### src/rtl/seg_scan_display.sv
// Time-multiplexed driver for a 4-digit common-anode seven-segment display.
// A single-clock enable divider steps through the digit slots. The displayed
// digits, the sign and the overflow flag are swapped in only at frame
// boundaries, so one scan frame never mixes old and new values.
module seg_scan_display #(
  parameter int REFRESH_DIV = 100000,
  parameter int BLINK_SLOTS = 256
) (
  input  logic        i_clk,
  input  logic        i_resetn,
  input  logic        i_load,
  input  logic [15:0] i_bcd,
  input  logic        i_neg,
  input  logic        i_ovf,
  input  logic        i_blank_lz,
  output logic [6:0]  o_seg,
  output logic [3:0]  o_an,
  output logic        o_blink
);

  localparam int DIV_W = $clog2(REFRESH_DIV);
  localparam int BLK_W = $clog2(BLINK_SLOTS + 1);
  localparam logic [DIV_W-1:0] DIV_LAST = DIV_W'(REFRESH_DIV - 1);
  localparam logic [BLK_W-1:0] BLK_LAST = BLK_W'(BLINK_SLOTS - 1);

  localparam logic [6:0] SEG_BLANK = 7'b1111111;
  localparam logic [6:0] SEG_MINUS = 7'b0111111;

  // Scan control
  logic [DIV_W-1:0] r_div_cnt;
  logic [1:0]       r_idx;        // slot shown at the next tick
  logic [BLK_W-1:0] r_blk_cnt;    // frames elapsed in the current blink half-period
  logic             r_phase_on;

  // Values captured by i_load, waiting for the next frame boundary
  logic [15:0] r_pend_bcd;
  logic        r_pend_neg;
  logic        r_pend_ovf;
  logic        r_pend_blz;

  // Values driving the frame currently on the display
  logic [15:0] r_act_bcd;
  logic        r_act_neg;
  logic        r_act_ovf;
  logic        r_act_blz;

  // Registered outputs
  logic [6:0] r_seg;
  logic [3:0] r_an;
  logic       r_blink;

  logic             w_tick;
  logic             w_frame;
  logic [15:0]      w_nxt_bcd;
  logic             w_nxt_neg;
  logic             w_nxt_ovf;
  logic             w_nxt_blz;
  logic [BLK_W-1:0] w_blk_cnt_nxt;
  logic             w_phase_nxt;
  logic [3:0]       w_digit;
  logic             w_zf1;
  logic             w_zf2;
  logic             w_zf3;
  logic             w_blank_here;
  logic [1:0]       w_minus_pos;
  logic [3:0]       w_an_onehot;
  logic [6:0]       w_seg_nxt;
  logic [3:0]       w_an_nxt;

  // Active-low g..a pattern for one BCD digit; codes 10-15 stay dark.
  function automatic logic [6:0] dec_digit(input logic [3:0] d);
    case (d)
      4'd0:    dec_digit = 7'b1000000;
      4'd1:    dec_digit = 7'b1111001;
      4'd2:    dec_digit = 7'b0100100;
      4'd3:    dec_digit = 7'b0110000;
      4'd4:    dec_digit = 7'b0011001;
      4'd5:    dec_digit = 7'b0010010;
      4'd6:    dec_digit = 7'b0000010;
      4'd7:    dec_digit = 7'b1111000;
      4'd8:    dec_digit = 7'b0000000;
      4'd9:    dec_digit = 7'b0010000;
      default: dec_digit = SEG_BLANK;
    endcase
  endfunction

  // Letter of "OVER" for a slot; slot 3 is the leftmost digit.
  function automatic logic [6:0] ovf_letter(input logic [1:0] slot);
    case (slot)
      2'd3:    ovf_letter = 7'b1000000;  // O
      2'd2:    ovf_letter = 7'b1000001;  // V
      2'd1:    ovf_letter = 7'b0000110;  // E
      default: ovf_letter = 7'b0001000;  // R
    endcase
  endfunction

  assign w_tick  = (r_div_cnt == DIV_LAST);
  assign w_frame = w_tick && (r_idx == 2'd0);

  // Values that will drive the slot about to be shown; a load on the boundary
  // edge itself bypasses the pending registers so it lands in this frame.
  assign w_nxt_bcd = w_frame ? (i_load ? i_bcd      : r_pend_bcd) : r_act_bcd;
  assign w_nxt_neg = w_frame ? (i_load ? i_neg      : r_pend_neg) : r_act_neg;
  assign w_nxt_ovf = w_frame ? (i_load ? i_ovf      : r_pend_ovf) : r_act_ovf;
  assign w_nxt_blz = w_frame ? (i_load ? i_blank_lz : r_pend_blz) : r_act_blz;

  // Blink phase advances once per frame so the whole word blinks as a unit;
  // it restarts "on" at the frame where overflow first becomes active.
  always_comb begin
    w_blk_cnt_nxt = r_blk_cnt;
    w_phase_nxt   = r_phase_on;
    if (!w_nxt_ovf) begin
      w_blk_cnt_nxt = '0;
      w_phase_nxt   = 1'b1;
    end else if (w_frame) begin
      if (!r_act_ovf) begin
        w_blk_cnt_nxt = '0;
        w_phase_nxt   = 1'b1;
      end else if (r_blk_cnt == BLK_LAST) begin
        w_blk_cnt_nxt = '0;
        w_phase_nxt   = ~r_phase_on;
      end else begin
        w_blk_cnt_nxt = r_blk_cnt + BLK_W'(1);
      end
    end
  end

  // Leading-zero and minus-sign placement for the slot about to be shown.
  always_comb begin
    w_digit     = w_nxt_bcd[{r_idx, 2'b00} +: 4];
    w_zf3       = (w_nxt_bcd[15:12] == 4'd0);
    w_zf2       = w_zf3 && (w_nxt_bcd[11:8] == 4'd0);
    w_zf1       = w_zf2 && (w_nxt_bcd[7:4] == 4'd0);
    w_minus_pos = w_zf1 ? 2'd1 : (w_zf2 ? 2'd2 : (w_zf3 ? 2'd3 : 2'd0));
    case (r_idx)
      2'd1:    w_blank_here = w_zf1;
      2'd2:    w_blank_here = w_zf2;
      2'd3:    w_blank_here = w_zf3;
      default: w_blank_here = 1'b0;
    endcase
    w_an_onehot = ~(4'b0001 << r_idx);
  end

  // Segment/anode pattern for the slot about to be shown.
  always_comb begin
    w_seg_nxt = SEG_BLANK;
    w_an_nxt  = 4'hF;
    if (w_nxt_ovf) begin
      if (w_phase_nxt) begin
        w_seg_nxt = ovf_letter(r_idx);
        w_an_nxt  = w_an_onehot;
      end
    end else begin
      w_an_nxt = w_an_onehot;
      if (w_nxt_neg && (w_minus_pos != 2'd0) && (r_idx == w_minus_pos)) begin
        w_seg_nxt = SEG_MINUS;
      end else if (w_nxt_blz && w_blank_here) begin
        w_seg_nxt = SEG_BLANK;
      end else begin
        w_seg_nxt = dec_digit(w_digit);
      end
    end
  end

  // Divider, slot scan, input latching, blink state and registered outputs.
  always_ff @(posedge i_clk) begin
    if (!i_resetn) begin
      r_div_cnt  <= '0;
      r_idx      <= 2'd0;
      r_blk_cnt  <= '0;
      r_phase_on <= 1'b1;
      r_pend_bcd <= 16'h0000;
      r_pend_neg <= 1'b0;
      r_pend_ovf <= 1'b0;
      r_pend_blz <= 1'b0;
      r_act_bcd  <= 16'h0000;
      r_act_neg  <= 1'b0;
      r_act_ovf  <= 1'b0;
      r_act_blz  <= 1'b0;
      r_seg      <= SEG_BLANK;
      r_an       <= 4'hF;
      r_blink    <= 1'b0;
    end else begin
      r_div_cnt  <= w_tick ? '0 : r_div_cnt + DIV_W'(1);
      r_blk_cnt  <= w_blk_cnt_nxt;
      r_phase_on <= w_phase_nxt;
      if (i_load) begin
        r_pend_bcd <= i_bcd;
        r_pend_neg <= i_neg;
        r_pend_ovf <= i_ovf;
        r_pend_blz <= i_blank_lz;
      end
      if (w_frame) begin
        r_act_bcd <= w_nxt_bcd;
        r_act_neg <= w_nxt_neg;
        r_act_ovf <= w_nxt_ovf;
        r_act_blz <= w_nxt_blz;
      end
      if (w_tick) begin
        r_idx   <= r_idx + 2'd1;
        r_seg   <= w_seg_nxt;
        r_an    <= w_an_nxt;
        r_blink <= w_nxt_ovf && w_phase_nxt;
      end
    end
  end

  assign o_seg   = r_seg;
  assign o_an    = r_an;
  assign o_blink = r_blink;

endmodule

### config.mk
export PLATFORM = sky130hd
export DESIGN_NAME = seg_scan_display
export DESIGN_NICKNAME = d
export VERILOG_FILES = /design/src/rtl/seg_scan_display.sv
export SDC_FILE = /design/constraint.sdc
export NUM_CORES = 1
export LEC_CHECK = 0
export BUFFER_PORTS_ARGS = -buffer_cell sky130_fd_sc_hd__buf_2
export CAP_MARGIN = 0
export CORE_MARGIN = 10
export CORE_UTILIZATION = 43
export CTS_CLUSTER_SIZE = 8
export DETAILED_ROUTE_END_ITERATION = 12
export HOLD_SLACK_MARGIN = 0.05
export PLACE_DENSITY = 0.7
export SLEW_MARGIN = 40
export SYNTH_ARGS = -nofsm -noshare
export SYNTH_HDL_FRONTEND = slang
export SYNTH_SLANG_ARGS = --single-unit
### constraint.sdc
create_clock -name i_clk -period 4.19 [get_ports i_clk]
set_clock_uncertainty 0.05 [all_clocks]
set_input_delay 0.419 -clock i_clk [delete_from_list [all_inputs] [get_ports i_clk]]
set_output_delay 0.419 -clock i_clk [all_outputs]
set_load 0.05 [all_outputs]
## Word level (Yosys, flattened, before mapping)

Memory sizes are Yosys's and may differ from the RTL's.
Cells that the tools add are included.
W data, S select, Z words.

- Logic and storage cells: 69
- Flip-flop bits (word level): 79
- Memories kept: 1
- Bits in latches: 0
- Memory bits (writable): 0
- Bits in read-only memories: 112
- Input port bits: 22

- $add $sub $neg: 3
- Bitwise gates (word level): 3
- Multiplexer cells: 25
- Multiply operators: 0
- Reductions and logical operators: 14
- Div/mod/pow operators: 0
- Shifts and indexed selects: 2
- Equal/unequal tests: 6
- Magnitude comparators: 0

Memory list:

| name | depth | bits a word | read ports | clocked after memory_dff | write ports | line | text |
|---|---|---|---|---|---|---|---|
| (no name shown) | 16 | 7 | 1 | 0 | 0 | 72 | `case (d)` |

Operator list:

| cell | number |
|---|---|
| $mux W16 | 2 |
| $mux W7 | 4 |
| $pmux W7 S3 | 1 |
| $mux W9 | 2 |
| $add A17 B1 Y17 const B | 1 |
| $eq A17 B17 Y1 const B | 1 |
| $shiftx A16 B5 Y4 | 1 |
| $logic_not A4 Y1 | 3 |
| $mux W1 | 10 |
| $add A9 B1 Y9 const B | 1 |
| $eq A9 B8 Y1 const B | 1 |
| $mux W4 | 2 |
| $logic_and A1 B1 Y1 | 7 |
| $mux W2 | 3 |
| $eq A2 B2 Y1 const B | 2 |
| $not A4 Y4 | 1 |
| $shl A1 B2 Y4 const A | 1 |
| $pmux W1 S3 | 1 |
| $add A2 B1 Y2 const B | 1 |
| $eq A2 B1 Y1 const B | 1 |
| $eq A2 B2 Y1 | 1 |
| $logic_not A2 Y1 | 1 |
| $not A1 Y1 | 2 |
| $reduce_and A2 Y1 | 1 |
| 2 further kinds | 2 |

## Longest topological paths before layout

- Depth after elaboration: 12
- Gate-level depth with buffers: 15
- Gate-level depth less buffers: 13

## Worst setup path after synthesis

OpenSTA, ideal clock, no wires.

- Kind: register to register
- Start point: register r_idx[0]
- End point: register r_seg[3] (netlist: o_seg[3])
- Slack: 1.217 ns
- Clock period less this slack: 2.973 ns
- Cell stages (with the launch flop): 13
- Data arrival time: 2.843 ns
- Path buffers: 2
- Library setup time: 0.079 ns
- Cells stage by stage: dfxtp_1 > clkinv_1 > ha_1 > inv_1 > nor2_8 > buf_12 > buf_4 > mux2i_1 > mux4_2 > ha_1 > o21ai_0 > nand2_1 > a22oi_1

- Longest elaborated chain between the ends: 12
- Elaborated cells on any way between the ends: 32

Ends and longest elaborated chain:

| element | line | text |
|---|---|---|
| start, declared | 31 | `logic [1:0] r_idx;` |
| start signal, assigned | 200 | `r_idx <= r_idx + 2'd1;` |
| parallel branches: the longest is 11 deep, another holds $mem_v2 Z16 W7 | - |  |
| $mux W7 * | 148 | `if (w_nxt_ovf) begin` |
| end signal, assigned | 201 | `r_seg <= w_seg_nxt;` |
| end, declared | 48 | `logic [6:0] r_seg;` |

Every way passes the cells marked *.
A chain may end at the register's enable or synchronous reset.

## Worst setup path in the final report

- Start point: register r_div_cnt[0]
- End point: register r_seg[6] (netlist: o_seg[6])

- Longest elaborated chain between the ends: 12
- Elaborated cells on any way between the ends: 28

Ends and longest elaborated chain:

| element | line | text |
|---|---|---|
| start, declared | 30 | `logic [DIV_W-1:0] r_div_cnt;` |
| start signal, assigned | 184 | `r_div_cnt <= w_tick ? '0 : r_div_cnt + DIV_W'(1);` |
| $eq A17 B17 Y1 * | 97 | `assign w_tick = (r_div_cnt == DIV_LAST);` |
| parallel branches: the longest is 11 deep, another holds $mem_v2 Z16 W7 | - |  |

Marked as above.

==> key figures <==
Clock tree
  • Clock Latency Late Sink: 0.36 ns
  • Cts repair resizes: 0
  • H-tree depth: 3
  • Clock Tree Root: clkbuf_8
  • Cts-stage hold buffer count: 0
  • CTS Buf Count: 9
  • Setup Buffers After CTS: 0
  • Clock sink total: 79
  • CTS tree: yes
  • Clock slew at reported path FFs: roughly 0.080 ns
  • Max clock buf depth: 2

Synth
  • Synthesis Warnings: 0
  • Post-synth EDFFs: 0
  • Library cells used by synthesis: 56
  • Synth cell count leaders: dfxtp_1, nor2_1, nand2_1, mux2i_1, and2_1
  • Syn Nets: between 400 and 500
  • Most frequent cell after synthesis: dfxtp_1
  • Synth async-reset ratio: 0%
  • Mapped cell area: 0.00382 mm2
  • Post-synth top area share: about two fifths
  • Seq/Total Area, Yosys: 41.4%
  • Synthesis-stage register bit count: 79
  • Largest cells by area after synthesis: dfxtp_1, mux2i_1, mux2_2
  • Avg Cell Area, Syn: 9.61 um2
  • Yosys top cell by area: dfxtp_1
  • Dominant synthesized flop cell: dfxtp_1
  • Syn Inst Count: 398

Run status
  • Status: finished clean

STA
  • Final hold slack: 0.325 ns
  • Rel. slew slack: 49.6%
  • Endpoints failing setup: 0
  • Final period util: 81.9%
  • Minimum clock period: ~3.4 ns
  • RSZ-0062 raised after global routing: no
  • Slew Viols, Final: 0
  • Tightest Pin Transition: 0.756 ns
  • Hold Vio Cnt, Final: 0
  • Setup TNS: 0 ns
  • Max Freq: around 0.29 GHz

Global routing
  • Initial antenna violation count: 0
  • Largest net degree at the start of global routing: 54
  • Met3 global-route usage: under 10%
  • First-pass GRT wire length: 13,500 um
  • Vias in the first global route: 2,818
  • Most Crowded Layer GR: met2
  • Met1 GRT Util: 15.6%
  • Met2 usage: 19.9%
  • GRT Resource Usage Total: 12.7%
  • Global route overflow: 0

Floorplanning
  • I/O pins: 34
  • Die W: 114 um
  • Cell Rows: 34
  • Core ar.: 0.00868 mm2
  • Die Y: 114 um
  • Initial core utilization: 44.1%
  • Die area: 0.0131 mm2

Setup path
  • Critical path startpoint category: register
  • Type of the worst setup path: register to register
  • Worst Path Arrival: 3.69 ns
  • Maximum fanout along the worst path: 31
  • CP required: between 4 and 5 ns
  • Critical Path End Type: register

Routing
  • First-pass DRT Iterations: 5
  • Final WL: 7840 um
  • Vias per Instance: between 5 and 6
  • Via count: about 3,000
  • Drt wl/cell: 14.6 um
  • Residual DRC: 0
  • Post-DRT Antenna Nets: 0
  • Drt initial violations: 139

Power
  • LEAKAGE: 1.62 nW
  • Pwr dens: 343 mW/mm2
  • Peak VDD IR: 0.157 mV

Place
  • Port Buf Inserts: 33
  • Hpwl dp: 5760 um
  • Final RePlAce weighted congestion: 0.847

Cells and area
  • N_diodes: 0
  • Share of cells above drive strength 1: 17.7%
  • Nets: between 400 and 500
  • Area grow syn2layout: 10.9%

Job
  • Max cap viols: 0

Min path
  • Hold crit path type: input pin to register
metrics by stage:
step	worst slack [ns]	std cells	power, mW	util [%]	cell area (um2)
after global placement	0.901	522	0.857	46.4	4030
final	0.756	538	1.46	48.9	4240
after floorplan	1.22	398	0.835	-	3820
after detailed placement	0.786	522	0.860	46.4	4030
after global routing	0.470	538	1.52	48.9	4240
after CTS	0.761	538	1.47	48.9	4240
kinds of logic after synthesis:
kind of cell | Yosys count | share of synthesized area [%]
and+or+nand+nor | 161 | 23.7
DFF | 79 | 41.4
AOI/OAI and AO/OA | 57 | 9.98
muxes | 42 | 12.8
buffers and inverters | 26 | 3.37
xor gates and xnor gates | 21 | 4.81
adders and majority gates | 12 | 3.93
sequential cells by signal (all words and copies together) (netlist names):
register,cells
r_idx,2
r_div_cnt,17
o_seg,7
r_act_ovf,1
r_act_blz,1
r_pend_bcd,16
r_pend_blz,1
o_blink,1
r_act_bcd,16
r_phase_on,1
r_act_neg,1
r_pend_ovf,1
r_pend_neg,1
r_blk_cnt,9
o_an,4
routing by layer:
metal	vias up	wire, um
li1	1459	-
met1	1384	3690
met2	57	3590
met3	18	383
met4	0	174
met5	-	0
area by class of cell:
| class | count | area, um2 |
|---|---|---|
| repair buffers | 33 | 165 |
| clock inverters | 5 | 81.3 |
| fillers | 852 | 4440 |
| clock buffers | 11 | 131 |
| flip-flops and latches | 79 | 1580 |
| well taps | 108 | 135 |
| multi-input cells | 293 | 2110 |
| inverters | 9 | 33.8 |
worst max-delay path, cell delays in order, from the launching register on:
cell	delay (ns)
dfxtp_1	0.38
ha_1	0.22
and4_1	0.30
nand4_4	0.28
nor2_8	0.53
mux2i_1	0.20
mux4_2	0.56
inv_1	0.14
ha_1	0.18
inv_1	0.05
o21ai_1	0.13
nor3_1	0.06
o21ai_1	0.18
o21a_1	0.14
cell usage in the layout, fill, tap and decap left out, types with 9 or more instances in the layout:
cell and instances:
clkbuf_8 9, nand4_1 10, buf_2 33, mux2_2 16, xor2_1 16, dfxtp_1 79
nand2_1 30, nor2b_1 19, nand3_1 12, ha_1 12, and2_1 21, mux2i_1 22
nor2_1 35, a21oi_1 14
worst paths after layout:
kind                                                   to  cells past startpoint  slack, ns                       from
worst min-delay path                r_pend_blz$_SDFF_PN0_                      3       0.32                 i_blank_lz
worst max register to register      o_seg[6]$_SDFFE_PN1N_                     13       0.76    r_div_cnt[0]$_SDFF_PP0_
worst max-delay path                o_seg[6]$_SDFFE_PN1N_                     13       0.76    r_div_cnt[0]$_SDFF_PP0_
worst min register to register  r_blk_cnt[8]$_SDFFE_PN0N_                      2       0.39  r_blk_cnt[8]$_SDFFE_PN0N_
power by group:
part / leakage (nW) / internal (mW) / switching (mW)
logic: 0.876 / 0.0350 / 0.0361
clock network: 0.104 / 0.337 / 0.278
registers: 0.641 / 0.763 / 0.00635
No activity file was read; power rests on OpenSTA's default activity.
